`src/rtl/vslc_scan_scheduler_if.sv`:
```
// Scan scheduler link to eeprom_reader, executor and I/O registers.
// master = scheduler side, slave = reader/executor/IO side.
interface vslc_scan_scheduler_if #(
  parameter int ADDR_W = 10
);
  logic [ADDR_W-1:0] end_addr;
  logic              hdr_valid;
  logic              rd_ready;
  logic [ADDR_W-1:0] rd_addr;
  logic              restart_read;
  logic              latch_inputs;
  logic              exec_enable;
  logic              commit_outputs;

  modport master (
    input  end_addr, hdr_valid, rd_ready, rd_addr,
    output restart_read, latch_inputs, exec_enable, commit_outputs
  );

  modport slave (
    output end_addr, hdr_valid, rd_ready, rd_addr,
    input  restart_read, latch_inputs, exec_enable, commit_outputs
  );
endinterface

```
`src/rtl/vslc_scan_scheduler.sv`:
```
// VSLC scan cycle sequencer: latch -> restart fetch -> run to end address -> commit.
// Scans start periodically or on a synchronised trigger edge; RUN is watchdog-guarded.
module vslc_scan_scheduler #(
  parameter int ADDR_W      = 10,
  parameter int PERIOD_W    = 16,
  parameter int WDOG_CYCLES = 4096
) (
  input  logic                clk,
  input  logic                rst_n,
  input  logic                auto_mode,
  input  logic                trigger_in,
  input  logic [PERIOD_W-1:0] period,
  input  logic                fault_clr,
  vslc_scan_scheduler_if.master bus,
  output logic                scan_busy,
  output logic                overrun,
  output logic                wdog_fault,
  output logic [7:0]          scan_count
);

  localparam int WDOG_W = (WDOG_CYCLES > 1) ? $clog2(WDOG_CYCLES) : 1;

  typedef enum logic [2:0] {
    S_IDLE, S_LATCH, S_RESTART, S_RUN, S_COMMIT, S_FAULT
  } state_t;

  state_t state, state_nxt;

  logic                trig_s1, trig_s2, trig_s3, trig_evt;
  logic [PERIOD_W-1:0] period_cnt;
  logic                auto_evt, auto_evt_q, auto_rise;
  logic [WDOG_W-1:0]   wdog_cnt;
  logic                pending;
  logic [ADDR_W-1:0]   last_addr;
  logic                start_req, prog_ok, end_hit, wdog_exp, busy, busy_req, start_scan;
  logic                latch_c, restart_c, exec_c, commit_c;

  assign last_addr  = bus.end_addr;
  assign auto_evt   = auto_mode && (period_cnt >= period);
  assign auto_rise  = auto_evt && !auto_evt_q;
  assign start_req  = trig_evt || auto_evt || pending;
  assign prog_ok    = bus.hdr_valid && (last_addr != '0);
  assign end_hit    = bus.rd_ready && (bus.rd_addr == last_addr);
  assign wdog_exp   = (wdog_cnt == WDOG_W'(WDOG_CYCLES - 1));
  assign busy       = (state == S_LATCH) || (state == S_RESTART) ||
                      (state == S_RUN)   || (state == S_COMMIT);
  assign busy_req   = busy && (trig_evt || auto_rise);
  assign start_scan = (state == S_IDLE) && (state_nxt == S_LATCH);

  always_ff @(posedge clk or negedge rst_n) begin
    if (!rst_n) begin
      state <= S_IDLE;
    end else begin
      state <= state_nxt;
    end
  end

  always_comb begin
    state_nxt = state;
    latch_c   = 1'b0;
    restart_c = 1'b0;
    exec_c    = 1'b0;
    commit_c  = 1'b0;
    case (state)
      S_IDLE:    if (start_req && prog_ok) state_nxt = S_LATCH;
      S_LATCH: begin
        latch_c   = 1'b1;
        state_nxt = S_RESTART;
      end
      S_RESTART: begin
        restart_c = 1'b1;
        state_nxt = S_RUN;
      end
      S_RUN: begin
        // End match outranks watchdog expiry so the last byte still commits.
        exec_c = 1'b1;
        if (end_hit)       state_nxt = S_COMMIT;
        else if (wdog_exp) state_nxt = S_FAULT;
      end
      S_COMMIT: begin
        commit_c  = 1'b1;
        state_nxt = S_IDLE;
      end
      S_FAULT:   if (fault_clr) state_nxt = S_IDLE;
      default:   state_nxt = S_IDLE;
    endcase
  end

  assign bus.latch_inputs   = latch_c;
  assign bus.restart_read   = restart_c;
  assign bus.exec_enable    = exec_c;
  assign bus.commit_outputs = commit_c;
  assign scan_busy          = busy;
  assign wdog_fault         = (state == S_FAULT);

  always_ff @(posedge clk or negedge rst_n) begin
    if (!rst_n) begin
      trig_s1    <= 1'b0;
      trig_s2    <= 1'b0;
      trig_s3    <= 1'b0;
      trig_evt   <= 1'b0;
      auto_evt_q <= 1'b0;
    end else begin
      trig_s1    <= trigger_in;
      trig_s2    <= trig_s1;
      trig_s3    <= trig_s2;
      trig_evt   <= trig_s2 && !trig_s3;
      auto_evt_q <= auto_evt;
    end
  end

  // The start edge loads 1 (the LATCH clock itself), so the next auto start
  // lands exactly 'period' clocks after the previous one.
  always_ff @(posedge clk or negedge rst_n) begin
    if (!rst_n) begin
      period_cnt <= '0;
    end else if (start_scan) begin
      period_cnt <= PERIOD_W'(1);
    end else if ((state != S_FAULT) && (period_cnt != '1)) begin
      period_cnt <= period_cnt + PERIOD_W'(1);
    end
  end

  always_ff @(posedge clk or negedge rst_n) begin
    if (!rst_n) begin
      wdog_cnt <= '0;
    end else if (state == S_RESTART) begin
      wdog_cnt <= '0;
    end else if (state == S_RUN) begin
      wdog_cnt <= wdog_cnt + WDOG_W'(1);
    end
  end

  // Requests seen in IDLE are consumed or dropped; busy requests merge into one.
  always_ff @(posedge clk or negedge rst_n) begin
    if (!rst_n) begin
      pending <= 1'b0;
      overrun <= 1'b0;
    end else begin
      if ((state == S_IDLE) && start_req)       pending <= 1'b0;
      else if ((state == S_FAULT) && fault_clr) pending <= 1'b0;
      else if (busy_req)                        pending <= 1'b1;

      if (busy_req)       overrun <= 1'b1;
      else if (fault_clr) overrun <= 1'b0;
    end
  end

  always_ff @(posedge clk or negedge rst_n) begin
    if (!rst_n) begin
      scan_count <= 8'd0;
    end else if (state == S_COMMIT) begin
      scan_count <= scan_count + 8'd1;
    end
  end

endmodule

```
`src/flat_wrapper.sv`:
```
// flat-port wrapper written by rule: the top's interface ports become plain ports
module vslc_scan_scheduler_flat 
#(
  parameter int ADDR_W      = 10,
  parameter int PERIOD_W    = 16,
  parameter int WDOG_CYCLES = 4096
)
  (clk, rst_n, auto_mode, trigger_in, period, fault_clr, scan_busy, overrun, wdog_fault, scan_count, bus_end_addr, bus_hdr_valid, bus_rd_ready, bus_rd_addr, bus_restart_read, bus_latch_inputs, bus_exec_enable, bus_commit_outputs);
  vslc_scan_scheduler_if #(.ADDR_W(ADDR_W)) bus_i ();
  input  logic clk;
  input  logic rst_n;
  input  logic auto_mode;
  input  logic trigger_in;
  input  logic [PERIOD_W-1:0] period;
  input  logic fault_clr;
  output logic scan_busy;
  output logic overrun;
  output logic wdog_fault;
  output logic [7:0] scan_count;
  input wire logic [$bits(bus_i.end_addr)-1:0] bus_end_addr;
  input wire logic [$bits(bus_i.hdr_valid)-1:0] bus_hdr_valid;
  input wire logic [$bits(bus_i.rd_ready)-1:0] bus_rd_ready;
  input wire logic [$bits(bus_i.rd_addr)-1:0] bus_rd_addr;
  output wire logic [$bits(bus_i.restart_read)-1:0] bus_restart_read;
  output wire logic [$bits(bus_i.latch_inputs)-1:0] bus_latch_inputs;
  output wire logic [$bits(bus_i.exec_enable)-1:0] bus_exec_enable;
  output wire logic [$bits(bus_i.commit_outputs)-1:0] bus_commit_outputs;
  assign bus_i.end_addr = bus_end_addr;
  assign bus_i.hdr_valid = bus_hdr_valid;
  assign bus_i.rd_ready = bus_rd_ready;
  assign bus_i.rd_addr = bus_rd_addr;
  assign bus_restart_read = bus_i.restart_read;
  assign bus_latch_inputs = bus_i.latch_inputs;
  assign bus_exec_enable = bus_i.exec_enable;
  assign bus_commit_outputs = bus_i.commit_outputs;
  vslc_scan_scheduler #(.ADDR_W(ADDR_W), .PERIOD_W(PERIOD_W), .WDOG_CYCLES(WDOG_CYCLES)) u_core (.clk(clk), .rst_n(rst_n), .auto_mode(auto_mode), .trigger_in(trigger_in), .period(period), .fault_clr(fault_clr), .bus(bus_i), .scan_busy(scan_busy), .overrun(overrun), .wdog_fault(wdog_fault), .scan_count(scan_count));
endmodule
```
`config.mk`:
```
export PLATFORM = sky130hd
export DESIGN_NAME = vslc_scan_scheduler_flat
export DESIGN_NICKNAME = d
export VERILOG_FILES = /design/src/rtl/vslc_scan_scheduler_if.sv /design/src/rtl/vslc_scan_scheduler.sv /design/src/flat_wrapper.sv
export SDC_FILE = /design/constraint.sdc
export NUM_CORES = 1
export LEC_CHECK = 0
export CAP_MARGIN = 10
export CORE_MARGIN = 8
export CORE_UTILIZATION = 56
export DETAILED_ROUTE_END_ITERATION = 7
export PLACE_DENSITY = 0.86
export REMOVE_ABC_BUFFERS = 1
export SLEW_MARGIN = 20
export SYNTH_ARGS = -nofsm -noshare
export SYNTH_HDL_FRONTEND = slang
export SYNTH_SLANG_ARGS = --single-unit
```
`constraint.sdc`:
```
create_clock -name clk -period 4.8 [get_ports clk]
set_input_delay 0.96 -clock clk [delete_from_list [all_inputs] [get_ports clk]]
set_output_delay 0.96 -clock clk [all_outputs]
set_load 0.005 [all_outputs]
```
After elaboration in Yosys (flattened, before gate mapping)
Index checks and enable logic that the tools add are counted.
{"block": "classes", "muxes": 18, "order_cmp": 1, "add_sub_neg": 3, "n_reduce_logical": 25, "eq_ne": 10}
{"op": "16-bit two-way mux", "count": 2}
{"op": "12-bit two-way mux", "count": 2}
{"op": "16-bit by 1-bit adder with 16-bit output, second input constant", "count": 1}
{"op": "16-bit greater-or-equal comparator", "count": 1}
{"op": "16-bit inequality test, second input constant", "count": 1}
{"op": "3-bit one-hot mux with 5 select lines", "count": 1}
{"op": "12-bit by 1-bit adder with 12-bit output, second input constant", "count": 1}
{"op": "12-bit == test, second input constant", "count": 1}
{"op": "3-bit two-way mux", "count": 4}
{"op": "1-bit logical AND", "count": 11}
{"op": "10-bit == test", "count": 1}
{"op": "10-bit nonzero test", "count": 1}
{"op": "1-bit two-way mux", "count": 9}
{"op": "8-bit by 1-bit adder with 8-bit output, second input constant", "count": 1}
{"op": "3-bit by 1-bit == test with 1-bit output, second input constant", "count": 2}
{"op": "3-bit by 2-bit == test with 1-bit output, second input constant", "count": 2}
{"op": "3-bit == test, second input constant", "count": 2}
{"op": "1-bit logical OR", "count": 6}
{"op": "2-bit nonzero test", "count": 3}
{"op": "3-bit zero test", "count": 1}
{"op": "3-bit inequality test, second input constant", "count": 1}
{"op": "3-bit nonzero test", "count": 1}
{"op": "1-bit zero test", "count": 2}
{"block": "word_totals", "word_cells": 68, "inputBits": 43, "reg_bits": 46, "output_inout_bits": 15}

Depth between registers and ports, before layout
Gate-level depths: netlist of the first run.
{"block": "logic_depth", "word_depth": 10, "ltp_mapped": 8, "mapped_depth_nobuf": 7}

Worst setup path after synthesis of the first run
OpenSTA, ideal clock, no wires.
{"block": "synth_timing", "path_type": "input -> register", "startpoint": "in period[0]", "endpoint": "reg u_core.period_cnt[0]", "required_time_ns": 4.669, "setup_slack_ns": 2.068, "cell_stages": 6, "n_path_buf": 0, "arrival_time_ns": 2.601, "setup_ns": 0.131, "path_cell_list": "ha_1 > nand2b_4 > a2111o_1 > a32o_1 > o211a_4 > or3_1"}
{"block": "synth_via", "elab_chain_cells": 10, "elab_cells_between_ends": 11, "classes_between": "order compare: 1; eq/ne: 1; mux: 3; reduce/logical: 6"}
{"element": "start, declared", "line": "flat_wrapper.sv:14", "text": "input logic [PERIOD_W-1:0] period;"}
{"element": "16-bit greater-or-equal comparator *", "line": "vslc_scan_scheduler.sv:39", "text": "assign auto_evt = auto_mode && (period_cnt >= period);"}
{"element": "1-bit logical AND *", "line": "vslc_scan_scheduler.sv:39"}
{"element": "1-bit logical OR * (2 in series)", "line": "vslc_scan_scheduler.sv:41", "text": "assign start_req = trig_evt || auto_evt || pending;"}
{"element": "1-bit logical AND *", "line": "vslc_scan_scheduler.sv:65", "text": "S_IDLE: if (start_req && prog_ok) state_nxt = S_LATCH;"}
{"element": "3-bit two-way mux *", "line": "vslc_scan_scheduler.sv:65"}
{"element": "3-bit one-hot mux with 5 select lines *", "line": "vslc_scan_scheduler.sv:64", "text": "case (state)"}
{"element": "3-bit by 1-bit == test with 1-bit output *", "line": "vslc_scan_scheduler.sv:48", "text": "assign start_scan = (state == S_IDLE) && (state_nxt == S_LATCH);"}
{"element": "1-bit logical AND *", "line": "vslc_scan_scheduler.sv:48"}
{"element": "16-bit two-way mux / 2-bit nonzero test (equally long branches)"}
{"element": "end signal, assigned", "line": "vslc_scan_scheduler.sv:120", "text": "period_cnt <= period_cnt + PERIOD_W'(1);"}
{"element": "end, declared", "line": "vslc_scan_scheduler.sv:30", "text": "logic [PERIOD_W-1:0] period_cnt;"}
Every way passes the cells marked *; elsewhere a longest branch is shown, timed or not.
A chain may end at the register's enable or synchronous reset.

Worst setup path in the final report of the first run
{"block": "layout_timing", "startpoint": "reg u_core.state[2]", "endpoint": "out bus_exec_enable"}
{"block": "layout_via", "elab_chain_cells": 2}
{"element": "start, declared", "line": "vslc_scan_scheduler.sv:27", "text": "state_t state, state_nxt;"}
{"element": "start signal, assigned", "line": "vslc_scan_scheduler.sv:54", "text": "state <= state_nxt;"}
{"element": "3-bit by 2-bit == test with 1-bit output", "line": "vslc_scan_scheduler.sv:64"}
{"element": "1-bit two-way mux", "line": "vslc_scan_scheduler.sv:64"}
{"element": "end, declared", "line": "flat_wrapper.sv:26", "text": "output wire logic [$bits(bus_i.exec_enable)-1:0] bus_exec_enable;"}
Every way passes these cells.

==> results.sh, run 1 <==
export IMPL_status="finished clean"
export IMPL_track_usage_pct=18.0
export IMPL_ys_top_cells_by_area="dfrtp_1 39%, xnor2_1 8.7%, ha_1 8.2%"
export IMPL_netlist_instances=315
export IMPL_worst_ep_arrival_time_ns=2.17
export IMPL_p_leak_nw=1.54
export IMPL_drt_wl_total_um=6470
export IMPL_seq_area_frac_synth_pct=39.5
export IMPL_skew_ns=0.00644
export IMPL_rr_worst_depth=7
export IMPL_required_ns=3.84
export IMPL_drc=0
export IMPL_die_h_um=88.2
export IMPL_clk_pin_slew_ns=0.09
export IMPL_min_period_ns=3.13
export IMPL_worstSetupStartpointType="register"
export IMPL_final_common_cell="clkdlybuf4s50_1"
export IMPL_synth_cell_type_count=47
export IMPL_syn_to_final_growth_pct=23.9
export IMPL_power_density_mw_per_mm2=381
export IMPL_drv_cap=0
export IMPL_finalHoldViolCount=0
export IMPL_start_util_pct=57.4
export IMPL_finalNetCount=431
export IMPL_reg2reg_to="u_core.period_cnt[0]"
export IMPL_rows=26
export IMPL_dp_hpwl_um=4960
export IMPL_slew_headroom_pct=46.0
export IMPL_drv_slew=0
export IMPL_drive_gt1_share_pct=5.68
export IMPL_path_cells="nand2b_1 -> nor2_1 -> clkdlybuf4s50_1"
export IMPL_yosys_register_bits=46
export IMPL_cts_tree="yes"
export IMPL_fill_cells=405
export IMPL_r2r_slack_ns=2.37
export IMPL_rsz0062_at_grt="false"
export IMPL_ctsHoldBuffers=0
export IMPL_netlist_area_mm2=0.00292
export IMPL_dieArea_mm2=0.00777
export IMPL_clock_sinks=46
export IMPL_drt_iter0_drc=171
export IMPL_ctsRootBufferMaster="clkbuf_8"
export IMPL_dr_pass1_iters=4
export IMPL_critPathTopFamily="simple AND/OR/NAND/NOR gates"
export IMPL_crit_path_max_fanout=24
export IMPL_crit_type="reg2out"
export IMPL_worst_path_largest_cell_delay_ns=0.56
export IMPL_hp_class="reg2reg"
export IMPL_fin_crit_sh_pct=65.2
export IMPL_crit_slowest_cell="nand2b_1"
export IMPL_max_freq_mhz=319
export IMPL_clockBufferDepth=2
export IMPL_htreeDepth=2
export IMPL_holdWs_ns=0.357
export IMPL_die_w_um=88.2
export IMPL_coreArea_mm2=0.00507
export IMPL_portBuffers=57
export IMPL_grt_pass1_wl_um=11300
export IMPL_worst_pin_slew_ns=0.810
export IMPL_wl_per_cell_um=14.7
export IMPL_synth_top_area_cell="dfrtp_1"
export IMPL_grt_start_max_net_pins=47
export IMPL_setup_viol=0
export IMPL_avgSynthCellArea_um2=9.25
export IMPL_vias_per_cell=5.63
export IMPL_synth_warnings=0
export IMPL_fin_setup_tns_ns=0
export IMPL_cts_repair_resized=0
export IMPL_ir_drop_mv=0.159
export IMPL_hold_depth=0
export IMPL_whs_endpoint="u_core.trig_s2"
export IMPL_cp_end_kind="primary output"
export IMPL_hold_path_startpoint="u_core.trig_s1"
export IMPL_insertedDiodeCount=0
export IMPL_grt_ovfl_total=0
export IMPL_antenna_found_initial=0
export IMPL_postCtsSetupBuffers=0
export IMPL_ant_nets=0
export IMPL_place_congestion=0.838
export IMPL_grt_pass1_vias=2513
export IMPL_total_power_mw=1.38
export IMPL_synth_top_cell_area_share_pct=39.5
export IMPL_ios=58
export IMPL_r2r_start="u_core.period_cnt[0]"
export IMPL_num_vias=2479
export IMPL_numCtsBuffers=5
export IMPL_clk_latency_ns=0.30
export IMPL_critPathBufInv=1
export IMPL_mostFrequentLayoutCells="56 x clkdlybuf4s50_1, 46 x dfrtp_1, 29 x nand2_1, 29 x xnor2_1, 26 x nor3_1"
metal layers:
| layer | GRT usage, % | wire length, um | vias up |
|---|---|---|---|
| met5 | 0 | 0 | - |
| li1 | - | - | 1221 |
| met4 | 3.84 | 46 | 0 |
| met2 | 31.5 | 3210 | 81 |
| met1 | 21.0 | 2720 | 1171 |
| met3 | 5.72 | 491 | 6 |
state kept, by name, indices dropped and copies added, names as in the netlist:
name,flops
u_core.period_cnt,16
u_core.scan_count,8
u_core.overrun,1
u_core.wdog_cnt,12
u_core.auto_evt_q,1
u_core.pending,1
u_core.trig_s3,1
u_core.trig_s1,1
u_core.trig_s2,1
u_core.state,3
u_core.trig_evt,1
power breakdown:
| group | leakage [nW] | total, mW | switching (mW) | internal [mW] |
|---|---|---|---|---|
| clock network | 0.0483 | 0.239 | 0.136 | 0.103 |
| registers | 0.554 | 0.633 | 0.144 | 0.489 |
| logic | 0.941 | 0.504 | 0.243 | 0.262 |
| total | 1.54 | 1.38 | 0.523 | 0.854 |
stage by stage:
stage                     util (%)  cell area (um^2)  worst slack [ns]  cells
after floorplan                  -              2860              2.02    304
after global placement        69.4              3520              1.55    432
after detailed placement      69.4              3520              1.48    432
after CTS                     71.1              3610              1.66    440
after global routing          71.2              3610              1.46    440
final                         71.2              3610              1.67    440
how the worst max path moves through the flow:
stage | slack (ns) | depth (start not counted) | to | start
floorplan | 2.02 | 6 | u_core.period_cnt[0] | period[0]
global placement | 1.55 | 7 | u_core.state[0] | period[0]
detailed placement | 1.48 | 7 | u_core.period_cnt[0] | period[0]
CTS | 1.66 | 3 | bus_exec_enable | u_core.state[2]
global route | 1.46 | 3 | bus_exec_enable | u_core.state[2]
finish | 1.67 | 3 | bus_exec_enable | u_core.state[2]
area by class of cell:
cell class | count | area, um^2 | share of cell area, %
clock buffers | 5 | 68.8 | 1.91
clock inverters | 3 | 18.8 | 0.520
inverters | 21 | 78.8 | 2.18
multi-input cells | 237 | 1630 | 45.1
flip-flops and latches | 46 | 1150 | 31.9
well taps | 70 | 87.6 | 2.43
repair buffers | 58 | 576 | 15.9
cells by family (layout without fill, tap and decap cells):
group                      count (synthesis)  in the layout  share of synthesized area (%)
muxes                                      9              9                           3.18
DFF                                       46             46                           39.5
xor gates and xnor gates                  32             32                           9.61
AOI/OAI and AO/OA                         43             43                           9.87
adders and majority gates                 19             19                           8.15
buffers and inverters                     32             87                           4.59
and+or+nand+nor                          134            134                           25.1
Yosys cell counts (all sizes together):
| master | count |
|---|---|
| clkbuf | 5 |
| nor4b | 1 |
| ha | 19 |
| nor4 | 7 |
| nand2b | 2 |
| o22ai | 1 |
| o211a | 1 |
| nand3 | 11 |
| nor2 | 22 |
| and4 | 3 |
| xor2 | 3 |
| nand4b | 1 |
| nand2 | 29 |
| nor2b | 2 |
| o21ai | 15 |
| mux2i | 7 |
| a31oi | 2 |
| or3 | 4 |
| mux2 | 2 |
| buf | 6 |
| a211o | 1 |
| nand4 | 11 |
| and2 | 4 |
| o21bai | 1 |
| and3 | 3 |
| dfrtp | 46 |
| xnor2 | 29 |
| nor3 | 30 |
| a41oi | 1 |
| inv | 21 |
| and3b | 1 |
| a21o | 2 |
| a211oi | 4 |
| o21a | 3 |
| a22o | 1 |
| a2111o | 1 |
| a32o | 1 |
| a21oi | 7 |
| a221o | 1 |
| nor3b | 3 |
| a221oi | 1 |
Note: power is estimated with default switching activity, not from simulation.
==> run 2, diff against run 1 <==
--- a/config.mk
+++ b/config.mk
@@ -7,9 +7,9 @@
 export LEC_CHECK = 0
 export CAP_MARGIN = 10
 export CORE_MARGIN = 8
-export CORE_UTILIZATION = 56
+export CORE_UTILIZATION = 52
 export DETAILED_ROUTE_END_ITERATION = 7
-export PLACE_DENSITY = 0.86
+export PLACE_DENSITY = 0.8
 export REMOVE_ABC_BUFFERS = 1
 export SLEW_MARGIN = 20
 export SYNTH_ARGS = -nofsm -noshare
==> constraint.sdc (replaced) <==
create_clock -name clk -period 2.91 [get_ports clk]
set_input_delay 0.582 -clock clk [delete_from_list [all_inputs] [get_ports clk]]
set_output_delay 0.582 -clock clk [all_outputs]
set_load 0.005 [all_outputs]
==> run 2 against run 1 <==
Utilization shrank 4.6 points. Clock power grew 69%. Worst hold slack lost 0.077 ns. Setup slack lost 1.3 ns. Via count shrank 1.9%. Sequential power grew 64%. Non-clock buffer count grew 3. Total power grew 64%. Critical path type unchanged. Largest power group unchanged.
==> results.sh, run 2 (synthesis gave the netlist of run 1 again) <==
export IMPL_status="finished clean"
export IMPL_clockBufferDepth=2
export IMPL_p_seq_share_pct=46.3
export IMPL_start_util_pct=53.3
export IMPL_largest_register_ff_count=16
export IMPL_worst_pin_slew_ns=0.756
export IMPL_finalNetCount=434
export IMPL_fill_cells=471
export IMPL_die_w_um=90.9
export IMPL_cts_repair_resized=0
export IMPL_pwr_share_clk_pct=18.0
export IMPL_regArea_mm2=0.00115
export IMPL_slew_headroom_pct=49.2
export IMPL_cts_tree="yes"
export IMPL_htreeDepth=2
export IMPL_internal_power_mw=1.41
export IMPL_final_cell_count_no_fill=445
export IMPL_post_place_ws_ns=0.0642
export IMPL_clk_latency_ns=0.30
export IMPL_postCtsSetupBuffers=0
export IMPL_antenna_found_initial=0
export IMPL_fin_crit_sh_pct=88.2
export IMPL_final_common_cell="clkdlybuf4s50_1"
export IMPL_ios=58
export IMPL_drt_iter0_drc=93
export IMPL_ctsRootBufferMaster="clkbuf_8"
export IMPL_worstSetupStartpointType="register"
export IMPL_rsz0062_at_grt="false"
export IMPL_fin_setup_tns_ns=0
export IMPL_r2r_slack_ns=0.61
export IMPL_grt_ovfl_total=0
export IMPL_numCtsBuffers=5
export IMPL_grt_pass1_wl_um=10900
export IMPL_insertedDiodeCount=0
export IMPL_drc=0
export IMPL_crit_path_max_fanout=14
export IMPL_rr_worst_depth=8
export IMPL_drv_slew=0
export IMPL_vias_per_cell=5.46
export IMPL_setup_viol=0
export IMPL_ctsHoldBuffers=0
export IMPL_cp_end_kind="primary output"
export IMPL_swShare_pct=37.7
export IMPL_crit_type="reg2out"
export IMPL_multi_input_area_mm2=0.00163
export IMPL_drv_cap=0
export IMPL_drive_gt1_share_pct=6.43
export IMPL_clk_pin_slew_ns=0.09
export IMPL_ir_drop_mv=0.302
export IMPL_portBuffers=57
export IMPL_power_switching_mw=0.851
export IMPL_reg_top3="u_core.period_cnt: 16 flops, u_core.wdog_cnt: 12 flops, u_core.scan_count: 8 flops"
export IMPL_finalHoldViolCount=0
export IMPL_required_ns=2.33
export IMPL_power_density_mw_per_mm2=620
export IMPL_ant_nets=0
export IMPL_place_congestion=0.866
export IMPL_p_leak_nw=1.55
export IMPL_total_power_mw=2.26
export IMPL_num_vias=2431
export IMPL_skew_ns=0.00540
export IMPL_wl_per_cell_um=14.3
export IMPL_worst_ep_arrival_time_ns=1.98
export IMPL_coreArea_mm2=0.00547
export IMPL_dieArea_mm2=0.00826
export IMPL_dp_hpwl_um=4930
export IMPL_syn_to_final_growth_pct=24.9
export IMPL_die_h_um=90.9
export IMPL_track_usage_pct=15.4
export IMPL_max_freq_mhz=390
export IMPL_rows=27
export IMPL_clock_sinks=46
export IMPL_dr_pass1_iters=4
export IMPL_grt_pass1_vias=2475
export IMPL_grt_start_max_net_pins=47
export IMPL_drt_wl_total_um=6360
export IMPL_placed_cells=437
export IMPL_min_period_ns=2.57
export IMPL_mostFrequentLayoutCells="56 x clkdlybuf4s50_1, 46 x dfrtp_1, 29 x nand2_1, 29 x xnor2_1, 26 x nor3_1"
export IMPL_hp_class="in2async"
export IMPL_pwr_share_comb_pct=35.8
export IMPL_top_register="u_core.period_cnt"
export IMPL_fin_ws_ns=0.344
[run 2: changes by cell type in the layout (fill, tap and decap cells not counted)]
cell	before	now
clkinvlp_4	0	2
clkinv_2	2	0
buf_4	2	5
[run 2: cell type report]
class / instances / share of cell area [%]
clock buffers: 5 / 1.89
clock inverters: 3 / 0.653
inverters: 21 / 2.16
multi-input cells: 237 / 44.8
flip-flops and latches: 46 / 31.6
well taps: 72 / 2.47
repair buffers: 61 / 16.4
[run 2: final timing paths]
check | from | endpoint
max | u_core.state[2] | bus_exec_enable
min | rst_n | u_core.period_cnt[10]
max reg2reg | u_core.period_cnt[0] | u_core.period_cnt[7]
min reg2reg | u_core.trig_s1 | u_core.trig_s2
max in group asynchronous | rst_n | u_core.wdog_cnt[1]
min in group clk | u_core.trig_s1 | u_core.trig_s2
[run 2: worst max-delay path, stage by stage (launching register included)]
cell and delay [ns]:
dfrtp_1 0.50, nand2b_1 0.41, nor2_1 0.24, clkdlybuf4s50_1 0.53
[run 2: power groups by stage]
stage,sequential (mW),combinational [mW],clock [mW]
final,1.04,0.808,0.405
after global placement,1.04,0.780,0
after detailed placement,1.05,0.811,0
after floorplan,0.982,0.621,0
after global routing,1.07,0.923,0.437
after CTS,1.04,0.816,0.411
[run 2: per-stage QoR]
stage / instance area, um^2 / hold slack [ns] / utilization (%)
floorplan: 2860 / 0.286 / -
global placement: 3550 / 0.346 / 64.8
detailed placement: 3550 / 0.339 / 64.8
CTS: 3640 / 0.367 / 66.5
global route: 3640 / 0.322 / 66.5
finish: 3640 / 0.280 / 66.5
[run 2: layer usage]
metal / GRT usage (%) / vias up / routed length, um
li1: - / 1232 / -
met1: 17.8 / 1140 / 2870
met2: 26.6 / 53 / 3050
met3: 4.82 / 6 / 381
met4: 4.37 / 0 / 63
met5: 0 / - / 0
